===== config.mk =====
export PLATFORM = sky130hd
export DESIGN_NAME = layer_sequencer
export DESIGN_NICKNAME = d
export VERILOG_FILES = /design/src/rtl/layer_pkg.sv /design/src/rtl/layer_sequencer_strobe_delay.sv /design/src/rtl/layer_sequencer.sv
export SDC_FILE = /design/constraint.sdc
export NUM_CORES = 1
export LEC_CHECK = 0
export BUFFER_PORTS_ARGS = -buffer_cell sky130_fd_sc_hd__buf_4
export CELL_PAD_IN_SITES_DETAIL_PLACEMENT = 1
export CELL_PAD_IN_SITES_GLOBAL_PLACEMENT = 1
export CORE_ASPECT_RATIO = 1.75
export CORE_MARGIN = 10
export CORE_UTILIZATION = 44
export DETAILED_ROUTE_END_ITERATION = 6
export PLACE_DENSITY_LB_ADDON = 0.1
export SYNTH_ARGS = -nofsm -noshare
export SYNTH_HDL_FRONTEND = slang
export SYNTH_SLANG_ARGS = --single-unit
export TNS_END_PERCENT = 5

===== constraint.sdc =====
create_clock -name clk -period 2.9 [get_ports clk]
set_clock_uncertainty 0.2 [all_clocks]
set_input_delay 0.435 -clock clk [delete_from_list [all_inputs] [get_ports clk]]
set_output_delay 0.435 -clock clk [all_outputs]
set_load 0.01 [all_outputs]

===== src/rtl/layer_pkg.sv =====
// Shared types and helpers for the fully-connected layer sequencer.
package layer_pkg;

    typedef enum logic [2:0] {
        IDLE,
        FETCH,
        DRAIN,
        STORE,
        DONE
    } state_e;

    localparam int DEF_NUM_INPUTS  = 16;
    localparam int DEF_NUM_NEURONS = 10;

    // Index width that never collapses to zero bits for single-entry ranges.
    function automatic int idx_w(input int n);
        return (n > 1) ? $clog2(n) : 1;
    endfunction

endpackage


===== src/rtl/layer_sequencer_strobe_delay.sv =====
// Fixed-depth shift register that realigns address-side strobes with ROM read data.
module strobe_delay #(
    parameter int DEPTH = 1,
    parameter int W     = 1
) (
    input  logic         clk,
    input  logic         clear,
    input  logic [W-1:0] din,
    output logic [W-1:0] dout
);

    logic [W-1:0] stage_q [DEPTH];
    logic [W-1:0] stage_d [DEPTH];

    always_comb begin
        stage_d[0] = din;
        for (int i = 1; i < DEPTH; i++) begin
            stage_d[i] = stage_q[i-1];
        end
    end

    always_ff @(posedge clk) begin
        if (clear) begin
            for (int i = 0; i < DEPTH; i++) begin
                stage_q[i] <= '0;
            end
        end else begin
            for (int i = 0; i < DEPTH; i++) begin
                stage_q[i] <= stage_d[i];
            end
        end
    end

    assign dout = stage_q[DEPTH-1];

endmodule


===== src/rtl/layer_sequencer.sv =====
// Control FSM for one fully-connected layer: walks the weight ROM, strobes the MAC,
// waits out its latency and writes each neuron's total to the output register file.
module layer_sequencer
    import layer_pkg::*;
#(
    parameter int NUM_INPUTS  = DEF_NUM_INPUTS,
    parameter int NUM_NEURONS = DEF_NUM_NEURONS,
    parameter int MEM_LAT     = 1,
    parameter int MAC_LAT     = 2,
    parameter int ADDR_W      = 8,
    localparam int IN_W       = idx_w(NUM_INPUTS),
    localparam int NRN_W      = idx_w(NUM_NEURONS)
) (
    input  logic              clk,
    input  logic              reset,
    input  logic              start,
    output logic              busy,
    output logic              done,
    output logic [ADDR_W-1:0] weight_addr,
    output logic [IN_W-1:0]   input_sel,
    output logic              mac_valid,
    output logic              mac_first,
    output logic              mac_last,
    output logic              result_we,
    output logic [NRN_W-1:0]  result_idx
);

    localparam int DRAIN_CYC = MEM_LAT + MAC_LAT;
    localparam int DR_W      = $clog2(DRAIN_CYC + 1);
    localparam int SW        = 3 + IN_W;

    localparam logic [IN_W-1:0]  IN_LAST  = IN_W'(NUM_INPUTS - 1);
    localparam logic [NRN_W-1:0] NRN_LAST = NRN_W'(NUM_NEURONS - 1);
    localparam logic [DR_W-1:0]  DR_LAST  = DR_W'(DRAIN_CYC - 1);

    state_e             state_q, state_d;
    logic [IN_W-1:0]    in_q, in_d;
    logic [NRN_W-1:0]   nrn_q, nrn_d;
    logic [ADDR_W-1:0]  addr_q, addr_d;
    logic [DR_W-1:0]    drain_q, drain_d;
    logic [SW-1:0]      strobe_in, strobe_out;

    always_comb begin
        state_d   = state_q;
        in_d      = in_q;
        nrn_d     = nrn_q;
        addr_d    = addr_q;
        drain_d   = drain_q;
        strobe_in = '0;
        case (state_q)
            IDLE: begin
                if (start) begin
                    state_d = FETCH;
                    in_d    = '0;
                    nrn_d   = '0;
                    addr_d  = '0;
                end
            end
            FETCH: begin
                strobe_in = {1'b1, (in_q == '0), (in_q == IN_LAST), in_q};
                if (in_q == IN_LAST) begin
                    in_d    = '0;
                    drain_d = '0;
                    state_d = DRAIN;
                    // Hold on the final address so the counter never runs past the ROM.
                    if (nrn_q != NRN_LAST) begin
                        addr_d = addr_q + 1'b1;
                    end
                end else begin
                    in_d   = in_q + 1'b1;
                    addr_d = addr_q + 1'b1;
                end
            end
            DRAIN: begin
                if (drain_q == DR_LAST) begin
                    state_d = STORE;
                end else begin
                    drain_d = drain_q + 1'b1;
                end
            end
            STORE: begin
                if (nrn_q == NRN_LAST) begin
                    state_d = DONE;
                end else begin
                    nrn_d   = nrn_q + 1'b1;
                    state_d = FETCH;
                end
            end
            DONE: begin
                state_d = IDLE;
            end
            default: begin
                state_d = IDLE;
            end
        endcase
    end

    always_ff @(posedge clk) begin
        if (reset) begin
            state_q <= IDLE;
            in_q    <= '0;
            nrn_q   <= '0;
            addr_q  <= '0;
            drain_q <= '0;
        end else begin
            state_q <= state_d;
            in_q    <= in_d;
            nrn_q   <= nrn_d;
            addr_q  <= addr_d;
            drain_q <= drain_d;
        end
    end

    strobe_delay #(
        .DEPTH (MEM_LAT),
        .W     (SW)
    ) u_strobe_delay (
        .clk   (clk),
        .clear (reset),
        .din   (strobe_in),
        .dout  (strobe_out)
    );

    assign {mac_valid, mac_first, mac_last, input_sel} = strobe_out;

    assign weight_addr = addr_q;
    assign busy        = (state_q != IDLE);
    assign done        = (state_q == DONE);
    assign result_we   = (state_q == STORE);
    assign result_idx  = result_we ? nrn_q : '0;

endmodule


==> results of run 1 <==
-- worst min-delay path by stage --
stage / startpoint / to / slack [ns] / depth (start not counted)
2_1_floorplan: drain_q[1] / drain_q[1] / 0.25 / 2
3_3_place_gp: drain_q[1] / drain_q[1] / 0.26 / 2
3_5_place_dp: drain_q[0] / drain_q[0] / 0.30 / 2
4_1_cts: reset / nrn_q[0] / 0.30 / 2
5_1_grt: reset / nrn_q[1] / 0.33 / 2
6_report: reset / nrn_q[2] / 0.31 / 2
-- critical path, cell delays in order, from the launching register on --
cell and delay (ns):
dfxtp_1 0.67, nand3b_1 0.30, inv_1 0.26, and2_1 0.17, buf_4 0.12
-- routing by layer --
layer  vias to the layer above  track usage, %  part of all wire, %
met2                        17           25.09                   58
li1                        591               -                    -
met3                         2           2.389                  3.3
met5                         -               0                    0
met1                       593           11.71                   38
met4                         0           3.371                 0.64
-- synthesized netlist by cell type (2+ instances only) --
cell      instances  share of area, %
nor3b_1           3               1.6
o21ai_0           5               1.8
a21oi_1          10               3.6
or4_1             2               1.1
a211oi_1          2               1.1
mux2i_1           2               1.4
ha_1              6               5.4
and2_1            7               3.2
a41oi_1           3               1.9
buf_2             3               1.1
nand2b_1          3               1.4
a22oi_1           2               1.1
o31ai_1           2               1.1
nor3_1            7               2.5
nand4_1           2              0.91
inv_1             7               1.9
and3_1            4               1.8
clkbuf_1          2              0.54
nor2_1           11               3.0
nand2_1           6               1.6
dfxtp_1          28                41
nand3b_1          3               1.6
nand3_1           9               3.3
nor2b_1           2              0.91
-- through the flow --
stage          utilization (%)  hold WS [ns]
2_1_floorplan                -        0.2533
3_3_place_gp             53.38        0.2648
3_5_place_dp             53.38        0.3032
4_1_cts                  55.24        0.2994
5_1_grt                  55.24        0.3268
6_report                 55.24        0.3063
-- registers in the layout, summed over array words and instances (netlist names) --
signal                  count
drain_q                     2
in_q                        4
nrn_q                       4
state_q                     3
u_strobe_delay.stage_q      7
weight_addr                 8
-- area by class of cell --
class | instances | area (um^2) | area share [%]
Clock buffer | 4 | 55.05 | 3.366
Multi-Input combinational cell | 110 | 753.2 | 46.06
Inverter | 7 | 26.28 | 1.607
Sequential cell | 28 | 560.5 | 34.28
Timing Repair Buffer | 25 | 187.7 | 11.48
Tap cell | 42 | 52.55 | 3.213
-- power groups by stage --
stage | Clock (W) | Combinational (W) | Sequential, W
3_5_place_dp | 0 | 0.0000535 | 0.000407
5_1_grt | 0.000257 | 0.0000608 | 0.000399
4_1_cts | 0.000248 | 0.0000543 | 0.000398
6_report | 0.000241 | 0.0000532 | 0.000398
3_3_place_gp | 0 | 0.0000516 | 0.000406
2_1_floorplan | 0 | 0.0000352 | 0.000405
-- cells by family after synthesis --
logic type	Yosys count	share of synthesized area [%]
muxes	2	1.449
DFF	28	40.58
and+or+nand+nor	70	30.53
AOI/OAI and AO/OA	32	17.12
buffers and inverters	14	4.892
adders and majority gates	6	5.435
==> results by group, run 1 <==
Outcome
  • Status: finished clean

Worst setup path
  • CP required: 2.27 ns
  • Worst r2r dst: weight_addr[2]
  • Crit path to: result_idx[0]
  • Setup crit start kind: flip-flop
  • CP arrival: 1.79 ns
  • Crit end category: primary output
  • Reg-to-reg slack, setup: 0.76 ns
  • Reg2reg start: nrn_q[1]
  • Worst R2R Path Depth: 6
  • Worst-path maximum fanout: 12
  • CP startpoint: state_q[1]
  • Crit Path Category: flip-flop to primary output

Routing
  • Post-DR wirelength/cell: 16.69 um
  • Final ANT Viol Nets: 0
  • DRC viols: 0
  • Post-Route WL: 3604 um
  • Starting DRT DRC Count: 8
  • DRT Pass-1 Iters: 4
  • Vias/cell: 5.569
  • Vias: 1203

Timing
  • Worst slew margin: 61.80%
  • Fin worst setup slack: 0.4718 ns
  • RSZ-0062 raised after global routing: no
  • Final period util: 83.73%
  • Hold Vio Cnt, Final: 0
  • Worst-Margin Slew: 0.5670 ns
  • Fmax: 0.4118 GHz
  • Slew Limit Fails: 0
  • Tmin final: 2.428 ns
  • Fin Setup TNS: 0 ns
  • Final setup vio count: 0

Global route
  • First-pass GRT wire length: 5996 um
  • Antenna violations before repair: 0
  • Grt ovf: 0
  • GRT Util Overall: 12.20%
  • Largest net degree at the start of global routing: 22
  • Vias in the first global route: 1288

Clocking
  • CTS Buf Count: 3
  • Clock Root Buffer: clkbuf_8
  • Clock Path Buffers: 2
  • H-tree Lvls: 1
  • Later-pin clock latency in the skew report: 0.27 ns
  • Cts-stage hold buffer count: 0
  • CTS sink cnt: 28
  • Cells resized by post-CTS repair: 0
  • Post-CTS Setup Bufs: 0
  • CTS tree: done
  • Clock transition at the registers of the reported paths: 0.10 ns

Yosys
  • Syn. warnings: 0
  • Post-synth EDFFs: 0
  • Register area share after synthesis: 40.58%
  • Synthesized instance count: 152
  • Seq cells post-synth: 28
  • Synthesized cell area: 0.001381 mm^2
  • Ys async rst share: 0%
  • Syn nets: 161
  • Top_reg_cell synth: dfxtp_1
  • Synth unique cells: 45
  • Synthesized area per cell: 9.088 um^2

Die
  • Row cnt: 26
  • Die Y: 94.12 um
  • Starting Density: 46.66%
  • # IOs: 25
  • Core footprint: 0.002960 mm^2
  • DIE WIDTH: 62.36 um
  • Die area: 0.005869 mm^2

Pwr
  • LEAKAGE: 0.6643 nW
  • Worst vdd ir: 0.3608 mV
  • Final Power: 0.0006922 W
  • Clock Power Share: 34.8%
  • Switching part of the total: 22.81%
  • Combinational power share: 7.7%
  • Int Pwr: 0.0005343 W
  • Pwr dens: 423.3 mW/mm^2
  • Switching power: 0.0001579 W
  • Reg power frac: 57.5%

Finish
  • Most frequent cells in the layout: 28 x dfxtp_1, 25 x buf_4, 11 x nor2_1
  • Area growth syn-to-layout: 18.39%
  • Antenna cells: 0
  • Final Instance Count excl. Fillers: 216
  • Final #Nets: 184
  • Most common cell after layout, fill and taps aside: dfxtp_1
  • Share of cells above drive strength 1: 21.84%
  • Design area: 0.001635 mm^2
  • Fill cells: 361

Placed design
  • Hpwl dp: 2725 um
  • # placed instances: 212
  • IO buf count: 24
  • GPL Wtd Cong: 0.7289
  • Dpl ws: 0.7734 ns
  • Post-placement cell area: 0.001580 mm^2

Worst hold path
  • Hold Crit Class: input port to flip-flop

Run
  • Max_cap viols: 0
Note: power is estimated with default switching activity, not from simulation.
==> run 2, diff against run 1 <==
--- a/config.mk
+++ b/config.mk
@@ -5,12 +5,13 @@
 export SDC_FILE = /design/constraint.sdc
 export NUM_CORES = 1
 export LEC_CHECK = 0
+export ABC_AREA = 1
 export BUFFER_PORTS_ARGS = -buffer_cell sky130_fd_sc_hd__buf_4
 export CELL_PAD_IN_SITES_DETAIL_PLACEMENT = 1
 export CELL_PAD_IN_SITES_GLOBAL_PLACEMENT = 1
 export CORE_ASPECT_RATIO = 1.75
 export CORE_MARGIN = 10
-export CORE_UTILIZATION = 44
+export CORE_UTILIZATION = 39
 export DETAILED_ROUTE_END_ITERATION = 6
 export PLACE_DENSITY_LB_ADDON = 0.1
 export SYNTH_ARGS = -nofsm -noshare
==> constraint.sdc (replaced) <==
create_clock -name clk -period 2.45 [get_ports clk]
set_clock_uncertainty 0.2 [all_clocks]
set_input_delay 0.3675 -clock clk [delete_from_list [all_inputs] [get_ports clk]]
set_output_delay 0.3675 -clock clk [all_outputs]
set_load 0.01 [all_outputs]
==> run 2 against run 1 <==
Effect of this change: utilization fell by 5.1 points; die area grew 11%; global-route usage hardly changed; synthesized area is 2.5% higher; register-to-register slack worse by 0.04 ns; sequential share of layout area fell by 1.7 points; setup slack improved by 0.14 ns; cell count rose by 26%; total power is 35% higher; non-clock buffer count down 1.
==> results by group, run 2 <==
Outcome
  • Status: finished clean

Timing
  • Hold Vio Cnt, Final: 0
  • Final setup vio count: 0
  • RSZ-0062 raised after global routing: no
  • Worst-Margin Slew: 0.3784 ns
  • Worst slew margin: 74.74%
  • Fin Setup TNS: 0 ns
  • Final period util: 75.10%
  • Fmax: 0.5435 GHz
  • Slew Limit Fails: 0
  • Tmin final: 1.840 ns

Worst setup path
  • Crit end category: primary output
  • CP arrival: 1.27 ns
  • Worst r2r dst: weight_addr[4]
  • Worst-path maximum fanout: 7
  • Max stage delay on crit path: 0.56 ns
  • Worst R2R Path Depth: 7
  • CP required: 1.88 ns
  • Reg2reg start: nrn_q[1]
  • Crit-path cells: nand3_4, nor2_1, buf_4
  • Crit Path Category: flip-flop to primary output
  • Critical-path top delay cell: dfxtp_1
  • Setup crit start kind: flip-flop
  • Reg-to-reg slack, setup: 0.72 ns

Yosys
  • Synthesized instance count: 200
  • Largest area contributor in the netlist: dfxtp_1
  • Largest cells by area after synthesis: dfxtp_1 40%, nand2_1 12%, nor2_1 9.0%
  • Top-count cell post-synth: nand2_1
  • Seq cells post-synth: 28
  • Syn. warnings: 0
  • Syn nets: 209
  • Top cell type's share of synthesized area: 39.58%
  • Synth unique cells: 28
  • Post-synth EDFFs: 0
  • Top_reg_cell synth: dfxtp_1
  • Synthesized cell area: 0.001416 mm^2
  • Register area share after synthesis: 39.58%
  • Ys async rst share: 0%
  • Top cells by count, synth: 47 x nand2_1, 34 x nor2_1, 28 x dfxtp_1
  • Synthesized area per cell: 7.082 um^2

Pwr
  • Worst vdd ir: 0.3278 mV
  • Switching power: 0.0002187 W
  • Switching part of the total: 23.48%
  • Combinational power share: 9.2%
  • Reg power frac: 51.0%
  • Clock Power Share: 39.8%
  • Pwr dens: 541.6 mW/mm^2
  • LEAKAGE: 0.7701 nW
  • Int Pwr: 0.0007130 W

Finish
  • Most common cell after layout, fill and taps aside: nand2_1
  • Final Util: 50.11%
  • Most frequent cells in the layout: 47 x nand2_1, 34 x nor2_1, 28 x dfxtp_1
  • Fill cells: 486
  • Antenna cells: 0
  • Area growth syn-to-layout: 21.47%
  • Share of cells above drive strength 1: 19.38%
  • Max FFs per register: 8
  • Final #Nets: 237

Placed design
  • Hpwl dp: 3169 um
  • GPL Wtd Cong: 0.8617
  • IO buf count: 24

Worst hold path
  • Worst Hold Launch: reset
  • Hold Crit Class: input port to flip-flop
  • Worst Hold Path EP: nrn_q[1]
  • Hold Path Depth: 2

Clocking
  • Clock Root Buffer: clkbuf_8
  • CTS Buf Count: 3
  • CTS sink cnt: 28
  • Later-pin clock latency in the skew report: 0.28 ns
  • Cts-stage hold buffer count: 0
  • Post-CTS Setup Bufs: 0
  • Clock transition at the registers of the reported paths: 0.10 ns
  • Cells resized by post-CTS repair: 0
  • H-tree Lvls: 1
  • Clock Path Buffers: 2
  • CTS tree: done

Die
  • Die area: 0.006537 mm^2
  • # IOs: 25
  • Core footprint: 0.003433 mm^2
  • DIE WIDTH: 65.56 um
  • Row cnt: 28
  • Starting Density: 41.25%
  • Die Y: 99.72 um

Global route
  • Antenna violations before repair: 0
  • Vias in the first global route: 1455
  • First-pass GRT wire length: 6465 um
  • GRT Util Overall: 12.22%
  • Largest net degree at the start of global routing: 17
  • Grt ovf: 0

Routing
  • Post-Route WL: 3848 um
  • Vias: 1340
  • Vias/cell: 4.926
  • Final ANT Viol Nets: 0
  • Starting DRT DRC Count: 45
  • DRC viols: 0
  • DRT Pass-1 Iters: 4
  • Post-DR wirelength/cell: 14.15 um

Run
  • Max_cap viols: 0
-- run 2: cell count changes after synthesis, sizes merged, moves of 3 or more --
cell	change
and3	-4
buf	-5
nor3	-5
o21ai	+3
nor2	+25
nor3b	-4
a41oi	-3
nand2b	-3
and2	-8
inv	+21
nand3	+7
nand2	+46
-- run 2: cell type report --
class / instances / area [um^2] / area share [%]
multi-input combinational: 141 / 735.7 / 42.76
sequential: 28 / 560.5 / 32.58
timing repair buffer: 24 / 180.2 / 10.47
inverter: 30 / 116.4 / 6.764
tap: 45 / 56.30 / 3.273
clock buffer: 3 / 41.29 / 2.400
clock inverter: 1 / 30.03 / 1.745
-- run 2: how the worst max path moves through the flow --
| stage | slack (ns) | end | cells after the start | startpoint |
|---|---|---|---|---|
| 2_1_floorplan | 1.0 | weight_addr[5] | 8 | nrn_q[1] |
| 3_3_place_gp | 0.74 | weight_addr[6] | 8 | nrn_q[1] |
| 3_5_place_dp | 0.73 | weight_addr[4] | 7 | nrn_q[1] |
| 4_1_cts | 0.58 | result_idx[2] | 3 | state_q[0] |
| 5_1_grt | 0.53 | result_idx[0] | 3 | state_q[0] |
| 6_report | 0.61 | result_idx[2] | 3 | state_q[0] |
-- run 2: through the flow --
stage / worst slack, ns / hold slack [ns] / cells / area (um^2) / total power [W]
4_1_cts: 0.5778 / 0.1582 / 272 / 1720 / 0.0009391
5_1_grt: 0.5326 / 0.1653 / 272 / 1720 / 0.0009713
3_5_place_dp: 0.7269 / 0.2775 / 268 / 1649 / 0.0005736
6_report: 0.6100 / 0.1591 / 272 / 1720 / 0.0009318
3_3_place_gp: 0.7435 / 0.2513 / 268 / 1649 / 0.0005710
2_1_floorplan: 0.9974 / 0.2426 / 200 / 1416 / 0.0005418
-- run 2: logic make-up (layout without fill, tap and decap cells) --
logic type	count (synthesis)	in the layout	share of synthesized area [%]
flops	28	28	39.58
xor+xnor	1	1	0.6185
simple gates	112	112	37.01
compound gates	22	22	9.010
fa+ha+maj	6	6	5.300
buf+inv	31	58	8.480
-- run 2: power by group through the flow --
stage	logic, W	clock network (W)	registers, W
global route	0.0000974	0.000396	0.000478
CTS	0.0000882	0.000375	0.000476
detailed placement	0.0000871	0	0.000486
finish	0.0000860	0.000370	0.000475
floorplan	0.0000558	0	0.000486
global placement	0.0000854	0	0.000486
-- run 2: critical path, delay by kind of cell, from the launching register on --
kind                   cells  cell delay [ns]
buffers and inverters      1             0.13
flip-flops                 1             0.56
AND/OR/NAND/NOR            2             0.30
-- run 2: routing by layer --
metal	share of wire, %	wire [um]	up-vias	global-route usage (%)
met1	37	1418	627	10.68
met4	1.4	53	0	4.305
met3	4.4	169	5	2.809
met2	57	2207	25	25.06
met5	0	0	-	0
li1	-	-	683	-
